**config.mk**
```make
export PLATFORM = sky130hd
export DESIGN_NAME = instr_fetch_flat
export DESIGN_NICKNAME = d
export VERILOG_FILES = /design/src/rtl/em_cpu_pkg.sv /design/src/rtl/instr_fetch_if.sv /design/src/rtl/ifetch_perf_counters.sv /design/src/rtl/instr_fetch.sv /design/src/flat_wrapper.sv
export SDC_FILE = /design/constraint.sdc
export NUM_CORES = 1
export LEC_CHECK = 0
export ABC_CLOCK_PERIOD_IN_PS = 4400
export BUFFER_PORTS_ARGS = -buffer_cell sky130_fd_sc_hd__buf_2
export CAP_MARGIN = 20
export CORE_ASPECT_RATIO = 1.5
export CORE_MARGIN = 5
export CORE_UTILIZATION = 54
export CTS_BUF_LIST = sky130_fd_sc_hd__clkbuf_8
export CTS_CLUSTER_SIZE = 25
export DETAILED_ROUTE_END_ITERATION = 8
export PLACE_DENSITY = 0.86
export RECOVER_POWER = 100
export SLEW_MARGIN = 20
export SYNTH_ARGS = -nofsm -noshare
export SYNTH_HDL_FRONTEND = slang
export SYNTH_HIERARCHICAL = 1
export SYNTH_SLANG_ARGS = --single-unit
```
**constraint.sdc**
```tcl
create_clock -name clk -period 4.4 [get_ports clk]
set_input_delay 0 -clock clk [delete_from_list [all_inputs] [get_ports clk]]
set_output_delay 0 -clock clk [all_outputs]
set_load 0.01 [all_outputs]
```
**src/rtl/em_cpu_pkg.sv**
```systemverilog
// Shared CPU definitions: fetch FSM encoding and default datapath widths.
// The PC block uses the same ADDR_MSB / INSTR_W defaults.
package em_cpu_pkg;

  // Default address MSB index (addresses are [ADDR_MSB:0])
  localparam int unsigned ADDR_MSB = 11;
  // Default instruction word width
  localparam int unsigned INSTR_W  = 16;
  // Width of the optional performance counters
  localparam int unsigned PERF_W   = 16;
  // Width of the fetch FSM state register
  localparam int unsigned STATE_W  = 2;

  // Fetch FSM state encoding
  localparam logic [STATE_W-1:0] S_IDLE = 2'd0;
  localparam logic [STATE_W-1:0] S_REQ  = 2'd1;
  localparam logic [STATE_W-1:0] S_WAIT = 2'd2;
  localparam logic [STATE_W-1:0] S_HOLD = 2'd3;

endpackage

```
**src/rtl/instr_fetch_if.sv**
```systemverilog
// Fetch-unit bus bundle: PC block, instruction memory and decode handshakes.
// master = fetch unit, slave = surrounding PC / memory / decode logic.
interface instr_fetch_if import em_cpu_pkg::*; #(
  parameter int unsigned WIDTH  = ADDR_MSB,
  parameter int unsigned DATA_W = INSTR_W
);

  // PC block
  logic [WIDTH:0]    pc;
  logic              inc_pc;
  // Instruction memory read port
  logic              mem_req;
  logic [WIDTH:0]    mem_addr;
  logic              mem_ack;
  logic [DATA_W-1:0] mem_rdata;
  // Branch redirect
  logic              flush;
  // Decode handshake
  logic              instr_valid;
  logic              instr_ready;
  logic [DATA_W-1:0] instr;
  logic [WIDTH:0]    instr_pc;

  modport master (
    input  pc,
    output inc_pc,
    output mem_req,
    output mem_addr,
    input  mem_ack,
    input  mem_rdata,
    input  flush,
    output instr_valid,
    input  instr_ready,
    output instr,
    output instr_pc
  );

  modport slave (
    output pc,
    input  inc_pc,
    input  mem_req,
    input  mem_addr,
    output mem_ack,
    output mem_rdata,
    output flush,
    input  instr_valid,
    output instr_ready,
    input  instr,
    input  instr_pc
  );

endinterface

```
**src/rtl/ifetch_perf_counters.sv**
```systemverilog
// Free-running fetch performance counters (accepted fetches, wait-state cycles).
// Only built when IFETCH_PERF_EN is defined; both counters wrap 0xFFFF -> 0.
`ifdef IFETCH_PERF_EN
module ifetch_perf_counters import em_cpu_pkg::*; (
  input  logic              clk,
  input  logic              rst,
  input  logic              inc_pc,
  input  logic              stall,
  output logic [PERF_W-1:0] perf_fetches,
  output logic [PERF_W-1:0] perf_stalls
);

  // Count accepted decode handshakes and cycles spent waiting on memory
  always_ff @(posedge clk or posedge rst) begin
    if (rst) begin
      perf_fetches <= '0;
      perf_stalls  <= '0;
    end else begin
      if (inc_pc) begin
        perf_fetches <= perf_fetches + PERF_W'(1);
      end
      if (stall) begin
        perf_stalls <= perf_stalls + PERF_W'(1);
      end
    end
  end

endmodule
`endif

```
**src/rtl/instr_fetch.sv**
```systemverilog
// Instruction fetch unit: reads the word at pc over a req/ack memory port,
// hands it to decode with a valid/ready handshake and strobes inc_pc on accept.
// A flush drops any in-flight or held word; a request already issued is never
// withdrawn, its data is discarded when the ack arrives.
// Optional build macro: IFETCH_PERF_EN adds perf_fetches / perf_stalls outputs.
module instr_fetch import em_cpu_pkg::*; #(
  parameter int unsigned WIDTH  = ADDR_MSB,
  parameter int unsigned DATA_W = INSTR_W
) (
  input  logic              clk,
  input  logic              rst,
  instr_fetch_if.master     bus
`ifdef IFETCH_PERF_EN
  ,
  output logic [PERF_W-1:0] perf_fetches,
  output logic [PERF_W-1:0] perf_stalls
`endif
);

  logic [STATE_W-1:0] state_q, state_d;
  logic               mem_req_q, mem_req_d;
  logic [WIDTH:0]     mem_addr_q, mem_addr_d;
  logic               instr_valid_q, instr_valid_d;
  logic [DATA_W-1:0]  instr_q, instr_d;
  logic [WIDTH:0]     instr_pc_q, instr_pc_d;
  logic               discard_q, discard_d;
  logic               inc_pc_c;

  // State and registered outputs
  always_ff @(posedge clk or posedge rst) begin
    if (rst) begin
      state_q       <= S_IDLE;
      mem_req_q     <= 1'b0;
      mem_addr_q    <= '0;
      instr_valid_q <= 1'b0;
      instr_q       <= '0;
      instr_pc_q    <= '0;
      discard_q     <= 1'b0;
    end else begin
      state_q       <= state_d;
      mem_req_q     <= mem_req_d;
      mem_addr_q    <= mem_addr_d;
      instr_valid_q <= instr_valid_d;
      instr_q       <= instr_d;
      instr_pc_q    <= instr_pc_d;
      discard_q     <= discard_d;
    end
  end

  // Next-state, next-output and the combinational inc_pc strobe
  always_comb begin
    state_d       = state_q;
    mem_req_d     = mem_req_q;
    mem_addr_d    = mem_addr_q;
    instr_valid_d = instr_valid_q;
    instr_d       = instr_q;
    instr_pc_d    = instr_pc_q;
    discard_d     = discard_q;
    inc_pc_c      = 1'b0;

    case (state_q)
      S_IDLE: begin
        state_d = S_REQ;
      end

      S_REQ: begin
        // During a flush the PC is being reloaded; issue on the next cycle
        // so the request carries the redirect target.
        if (!bus.flush) begin
          mem_addr_d = bus.pc;
          mem_req_d  = 1'b1;
          state_d    = S_WAIT;
        end
      end

      S_WAIT: begin
        if (bus.mem_ack) begin
          mem_req_d = 1'b0;
          if (discard_q || bus.flush) begin
            discard_d = 1'b0;
            state_d   = S_REQ;
          end else begin
            instr_d       = bus.mem_rdata;
            instr_pc_d    = mem_addr_q;
            instr_valid_d = 1'b1;
            state_d       = S_HOLD;
          end
        end else if (bus.flush) begin
          // Request stays up; remember to drop its data
          discard_d = 1'b1;
        end
      end

      S_HOLD: begin
        if (bus.flush) begin
          // Redirect voids the handshake even when decode is ready
          instr_valid_d = 1'b0;
          state_d       = S_REQ;
        end else if (instr_valid_q && bus.instr_ready) begin
          inc_pc_c      = 1'b1;
          instr_valid_d = 1'b0;
          state_d       = S_REQ;
        end
      end

      default: begin
        state_d = S_IDLE;
      end
    endcase
  end

  // Drive the bus from the registered state
  assign bus.inc_pc      = inc_pc_c;
  assign bus.mem_req     = mem_req_q;
  assign bus.mem_addr    = mem_addr_q;
  assign bus.instr_valid = instr_valid_q;
  assign bus.instr       = instr_q;
  assign bus.instr_pc    = instr_pc_q;

`ifdef IFETCH_PERF_EN
  logic stall_c;

  // Wait-state indicator for the stall counter
  assign stall_c = (state_q == S_WAIT);

  ifetch_perf_counters u_perf (
    .clk          (clk),
    .rst          (rst),
    .inc_pc       (inc_pc_c),
    .stall        (stall_c),
    .perf_fetches (perf_fetches),
    .perf_stalls  (perf_stalls)
  );
`endif

endmodule

```
**src/flat_wrapper.sv**
```systemverilog
// flat-port wrapper written by rule: the top's interface ports become plain ports
module instr_fetch_flat import em_cpu_pkg::*;
#(
  parameter int unsigned WIDTH  = ADDR_MSB,
  parameter int unsigned DATA_W = INSTR_W
)
  (clk, rst, bus_pc, bus_inc_pc, bus_mem_req, bus_mem_addr, bus_mem_ack, bus_mem_rdata, bus_flush, bus_instr_valid, bus_instr_ready, bus_instr, bus_instr_pc);
  instr_fetch_if #(.WIDTH(WIDTH), .DATA_W(DATA_W)) bus_i ();
  input  logic clk;
  input  logic rst;
  input wire logic [$bits(bus_i.pc)-1:0] bus_pc;
  output wire logic [$bits(bus_i.inc_pc)-1:0] bus_inc_pc;
  output wire logic [$bits(bus_i.mem_req)-1:0] bus_mem_req;
  output wire logic [$bits(bus_i.mem_addr)-1:0] bus_mem_addr;
  input wire logic [$bits(bus_i.mem_ack)-1:0] bus_mem_ack;
  input wire logic [$bits(bus_i.mem_rdata)-1:0] bus_mem_rdata;
  input wire logic [$bits(bus_i.flush)-1:0] bus_flush;
  output wire logic [$bits(bus_i.instr_valid)-1:0] bus_instr_valid;
  input wire logic [$bits(bus_i.instr_ready)-1:0] bus_instr_ready;
  output wire logic [$bits(bus_i.instr)-1:0] bus_instr;
  output wire logic [$bits(bus_i.instr_pc)-1:0] bus_instr_pc;
  assign bus_i.pc = bus_pc;
  assign bus_inc_pc = bus_i.inc_pc;
  assign bus_mem_req = bus_i.mem_req;
  assign bus_mem_addr = bus_i.mem_addr;
  assign bus_i.mem_ack = bus_mem_ack;
  assign bus_i.mem_rdata = bus_mem_rdata;
  assign bus_i.flush = bus_flush;
  assign bus_instr_valid = bus_i.instr_valid;
  assign bus_i.instr_ready = bus_instr_ready;
  assign bus_instr = bus_i.instr;
  assign bus_instr_pc = bus_i.instr_pc;
  instr_fetch #(.WIDTH(WIDTH), .DATA_W(DATA_W)) u_core (.clk(clk), .rst(rst), .bus(bus_i));
endmodule
```
# ---- Yosys cells after proc, flatten, opt, wreduce, memory -nomap -nowiden
# Index checks and enable logic that the tools add are counted.
dict set report totals {
  ff_bits 45
  input_bits 33
  output_inout_bits 43
  wordCells 49
}
dict set report op_classes {
  eq_ne 8
  mux 20
  bitwise 2
  n_reduce_logical 12
}
# operator n
set ops {}
lappend ops {{$mux 1} 12}
lappend ops {{$reduce_and 3->1} 4}
lappend ops {{$mux 2} 5}
lappend ops {{$pmux 2 s4} 1}
lappend ops {{$ne 2x2->1 const B} 3}
lappend ops {{$reduce_bool 2->1} 3}
lappend ops {{$eq 2x2->1 const B} 2}
lappend ops {{$pmux 1 s2} 2}
lappend ops {{$reduce_and 4->1} 1}
lappend ops {{$ne 3x2->1 const B} 1}
lappend ops {{$eq 2x1->1 const B} 1}
lappend ops {{$logic_not 2->1} 1}
lappend ops {{$ne 2x1->1 const B} 1}
lappend ops {{$not 1->1} 2}
lappend ops {{$reduce_and 2->1} 1}
lappend ops {{$logic_and 1x1->1} 1}
lappend ops {{$logic_or 1x1->1} 1}

# ---- Depth between registers and ports, before layout
dict set report logic_depth {
  depth_word 4
  depth_mapped 7
  ltp_nobuf 5
}

# ---- Worst setup path before layout
# Ideal clock, no wire load.
dict set report synth_path {
  path_kind {reg2reg}
  startpoint {register u_core.state_q[0]}
  endpoint {register u_core.instr_q[0] (netlist: u_core/bus.instr[0])}
  arrival_ns 1.614
  required_ns 4.275
  slack_ns 2.661
  path_stages_with_launch 7
  n_path_buf 1
  period_less_slack_ns 1.739
  path_cell_list {dfrtp_1 > inv_1 > ha_1 > nand2b_4 > nor3_4 > buf_12 > mux2_4}
}
dict set report synth_via {
  elab_chain_cells 2
}
# item line
set synth_rtl {}
lappend synth_rtl {{start: declaration} instr_fetch.sv:20} ;# logic [STATE_W-1:0] state_q, state_d;
lappend synth_rtl {{start signal: assignment} instr_fetch.sv:40} ;# state_q <= state_d;
lappend synth_rtl {{$eq 2x2->1} instr_fetch.sv:61} ;# case (state_q)
lappend synth_rtl {{$reduce_and 3->1 (no source line)} -}
lappend synth_rtl {{end signal: assignment} instr_fetch.sv:44} ;# instr_q <= instr_d;
lappend synth_rtl {{end: declaration} instr_fetch.sv:24} ;# logic [DATA_W-1:0] instr_q, instr_d;
# No other way between the ends.
# A chain may end at the register's enable or synchronous reset.

# ---- Final worst setup path
dict set report layout_path {
  startpoint {register u_core.state_q[0]}
  endpoint {register u_core.instr_q[9] (netlist: u_core/bus.instr[9])}
}
# Same word-level chain as after synthesis.

==> run metrics <==
total gr overflow 0; Seq/Total Area, Yosys 57.5%; CP cell instances inv_1 -> ha_1 -> nand2b_2 -> nor3_1 -> clkbuf_1 -> mux2_2; Slew headroom -53.7%; Inst Count DP between 200 and 250; Final period util between 60 and 70%; final clock skew 10.4 ps; crit path max-delay cell type clkbuf_1; post-placement cell area around 2300 um2; Setup crit start kind flip-flop; Die Ht between 80 and 90 um; most frequent cells in the layout 45 x clkbuf_1, 45 x dfrtp_1, 32 x buf_2; DRC 0; H-Tree Depth 2; Rows 26; DP HPWL 3.04 mm; post-route cell area about 2600 um2; Initial Util between 50% and 60%; TNS Setup 0 ps; vias per cell between 5 and 6; Worst path max stage delay 1150 ps; leakage power roughly 1.2 nW; Hold/Removal Path Class input pin to flip-flop; min cycle time layout 2690 ps; Buf/Inv on CP 2; vias in the first global route about 1600; Tot GR Track Use 21.0%; worst setup margin 1710 ps; #FFs+latches synth 45; P&R area growth vs syn 33.6%; CP Class flip-flop to flip-flop; Final nets approximately 270; layout cells sized above 1 26.0%; CP arrival roughly 2900 ps; sequential cell area 1130 um2; multi-input logic area ~660 um2; outcome finished with violations; first-pass iteration count of the detailed router 4; fill cell count 260; CTS tree yes; crit-path max FO 28; violated checks capacitance limit, slew limit; die footprint just under 5000 um2; Worst EP required roughly 4600 ps; Post-Synthesis Cells roughly 130; pwr dens 612 nW/um2; # setup viols final 0; port buffer count between 70 and 80; Num CTS Buffers 5; Die Span X a little under 60 um; VDD IR max roughly 0.38 mV; clk_lat worst skew just under 300 ps; DRT antenna net count 0; syn_area_per_cell 15.7 um2; Place WS 2250 ps; Final Slew Violations 75; Post-Syn Nets around 160; cell family with most CP delay buffers and inverters; Max-Cap Viols 2; Finished Layout Cells approximately 280; 1st-iter DRT viols 40; clk sink count 45; fmax ~370 MHz; clock slew at reported path FFs 70 ps; DRT Wirelength 4.90 mm; RSZ-0062 raised after global routing no; YS warnings 6; drt wl/cell between 15 and 20 um; Slew @ Worst Pin 2310 ps; largest net degree at the start of global routing 46; first-pass GRT wire length 7.80 mm; # IOs between 70 and 80; endpoints failing hold 0; Netlist cell types 26; Root Buffer clkbuf_8; initial antenna violation count 0; via count about 1400; CTS Buffer Depth 2; RD Place Congestion about 0.78; Core ar. around 3400 um2; post-CTS setup repair buffer count 0; Critical Path Sink Type flip-flop; netlist area before placement 1960 um2
==> kinds of logic (layout without fill, tap and decap cells) <==
logic type               after synthesis  count (layout)  synth area share [%]
AO/OA/AOI/OAI                         12              12                  4.03
buffers and inverters                 11             121                  4.22
flip-flops                            45              45                  57.5
multiplexers                          41              41                  27.4
adder cells (fa/ha/maj)                4               4                  2.56
AND/OR/NAND/NOR                       12              12                  4.28
other                                  0               1                     0
==> registers in the layout, indices dropped and copies added (netlist names) <==
signal,flops
u_core/bus.mem_addr,12
u_core/state_q,2
u_core/bus.instr_valid,1
u_core/bus.mem_req,1
u_core/bus.instr_pc,12
u_core/bus.instr,16
u_core/discard_q,1
==> layout make-up <==
class / instances / area share (%)
timing repair buffer: 107 / 24.1
inverter: 6 / 0.862
tap: 42 / 2.01
sequential: 45 / 43.1
clock buffer: 6 / 3.16
antenna: 1 / 0.0957
multi-input combinational: 69 / 25.3
clock inverter: 2 / 1.44
==> path summary, 6_finish.rpt <==
kind | startpoint | end | slack (ps) | depth (start not counted)
max | u_core/state_q[0] | u_core/bus.instr[9] | 1710 | 6
min | bus_flush | u_core/discard_q | 110 | 3
max reg2reg | u_core/state_q[0] | u_core/bus.instr[9] | 1710 | 6
min reg2reg | u_core/bus.instr[0] | u_core/bus.instr[0] | 500 | 1
max in group asynchronous | rst | u_core/bus.instr_valid | 1950 | 4
min in group asynchronous | rst | u_core/bus.instr[0] | 1130 | 4
==> synth_stat cells <==
| cell | count | area [um2] |
|---|---|---|
| dfrtp_1 | 45 | 1130 |
| mux2_2 | 20 | 225 |
| mux2_4 | 20 | 300 |
| inv_1 | 5 | 18.8 |
| ha_1 | 4 | 50.1 |
| a21oi_1 | 3 | 15.0 |
| o21ai_0 | 3 | 15.0 |
| a22o_1 | 2 | 17.5 |
| buf_12 | 2 | 40.0 |
| nand2_1 | 2 | 7.51 |
| nand2b_1 | 2 | 12.5 |
| nor2_1 | 2 | 7.51 |
| nor2b_1 | 2 | 12.5 |
| a221oi_1 | 1 | 8.76 |
| and2_1 | 1 | 6.26 |
| buf_2 | 1 | 5.00 |
| buf_6 | 1 | 11.3 |
| clkbuf_1 | 1 | 3.75 |
| inv_2 | 1 | 3.75 |
| mux2i_1 | 1 | 10.0 |
| nand2b_4 | 1 | 13.8 |
| nor3_4 | 1 | 16.3 |
| nor3b_1 | 1 | 7.51 |
| o211ai_1 | 1 | 7.51 |
| o22ai_1 | 1 | 6.26 |
| o2bb2ai_1 | 1 | 8.76 |
==> through the flow <==
stage / total power [mW] / hold slack [ps] / utilization (%)
floorplan: 1.10 / 89.8 / -
global placement: 1.33 / 143 / 67.9
detailed placement: 1.37 / 176 / 67.9
CTS: 1.71 / 108 / 80.0
global route: 1.70 / 128 / 75.7
finish: 1.60 / 112 / 75.8
==> worst register-to-register path, cell delays in order, from the launching register on <==
cell and delay, ps:
dfrtp_1 400, inv_1 110, ha_1 210, nand2b_2 80, nor3_1 170, clkbuf_1 1150
mux2_2 460
==> routing by layer <==
metal,share of wire (%),GRT usage (%),up-vias,wire (um)
li1,-,-,649,-
met1,35,22.2,679,1730
met2,55,38.8,56,2720
met3,7.3,4.64,11,357
met4,1.8,7.42,0,89
met5,0,0,-,0
==> power breakdown <==
part           switching, mW  internal, mW  leakage [nW]
Combinational          0.303         0.260         0.591
Clock                  0.134         0.185        0.0574
Sequential             0.122         0.597         0.560
Total                  0.558          1.04          1.21
==> timing repair <==
action                    CTS  global route
hold endpoints to repair   74             0
hold buffers               30             0
gates resized for setup     0             0
No activity file was read; power rests on OpenSTA's default activity.
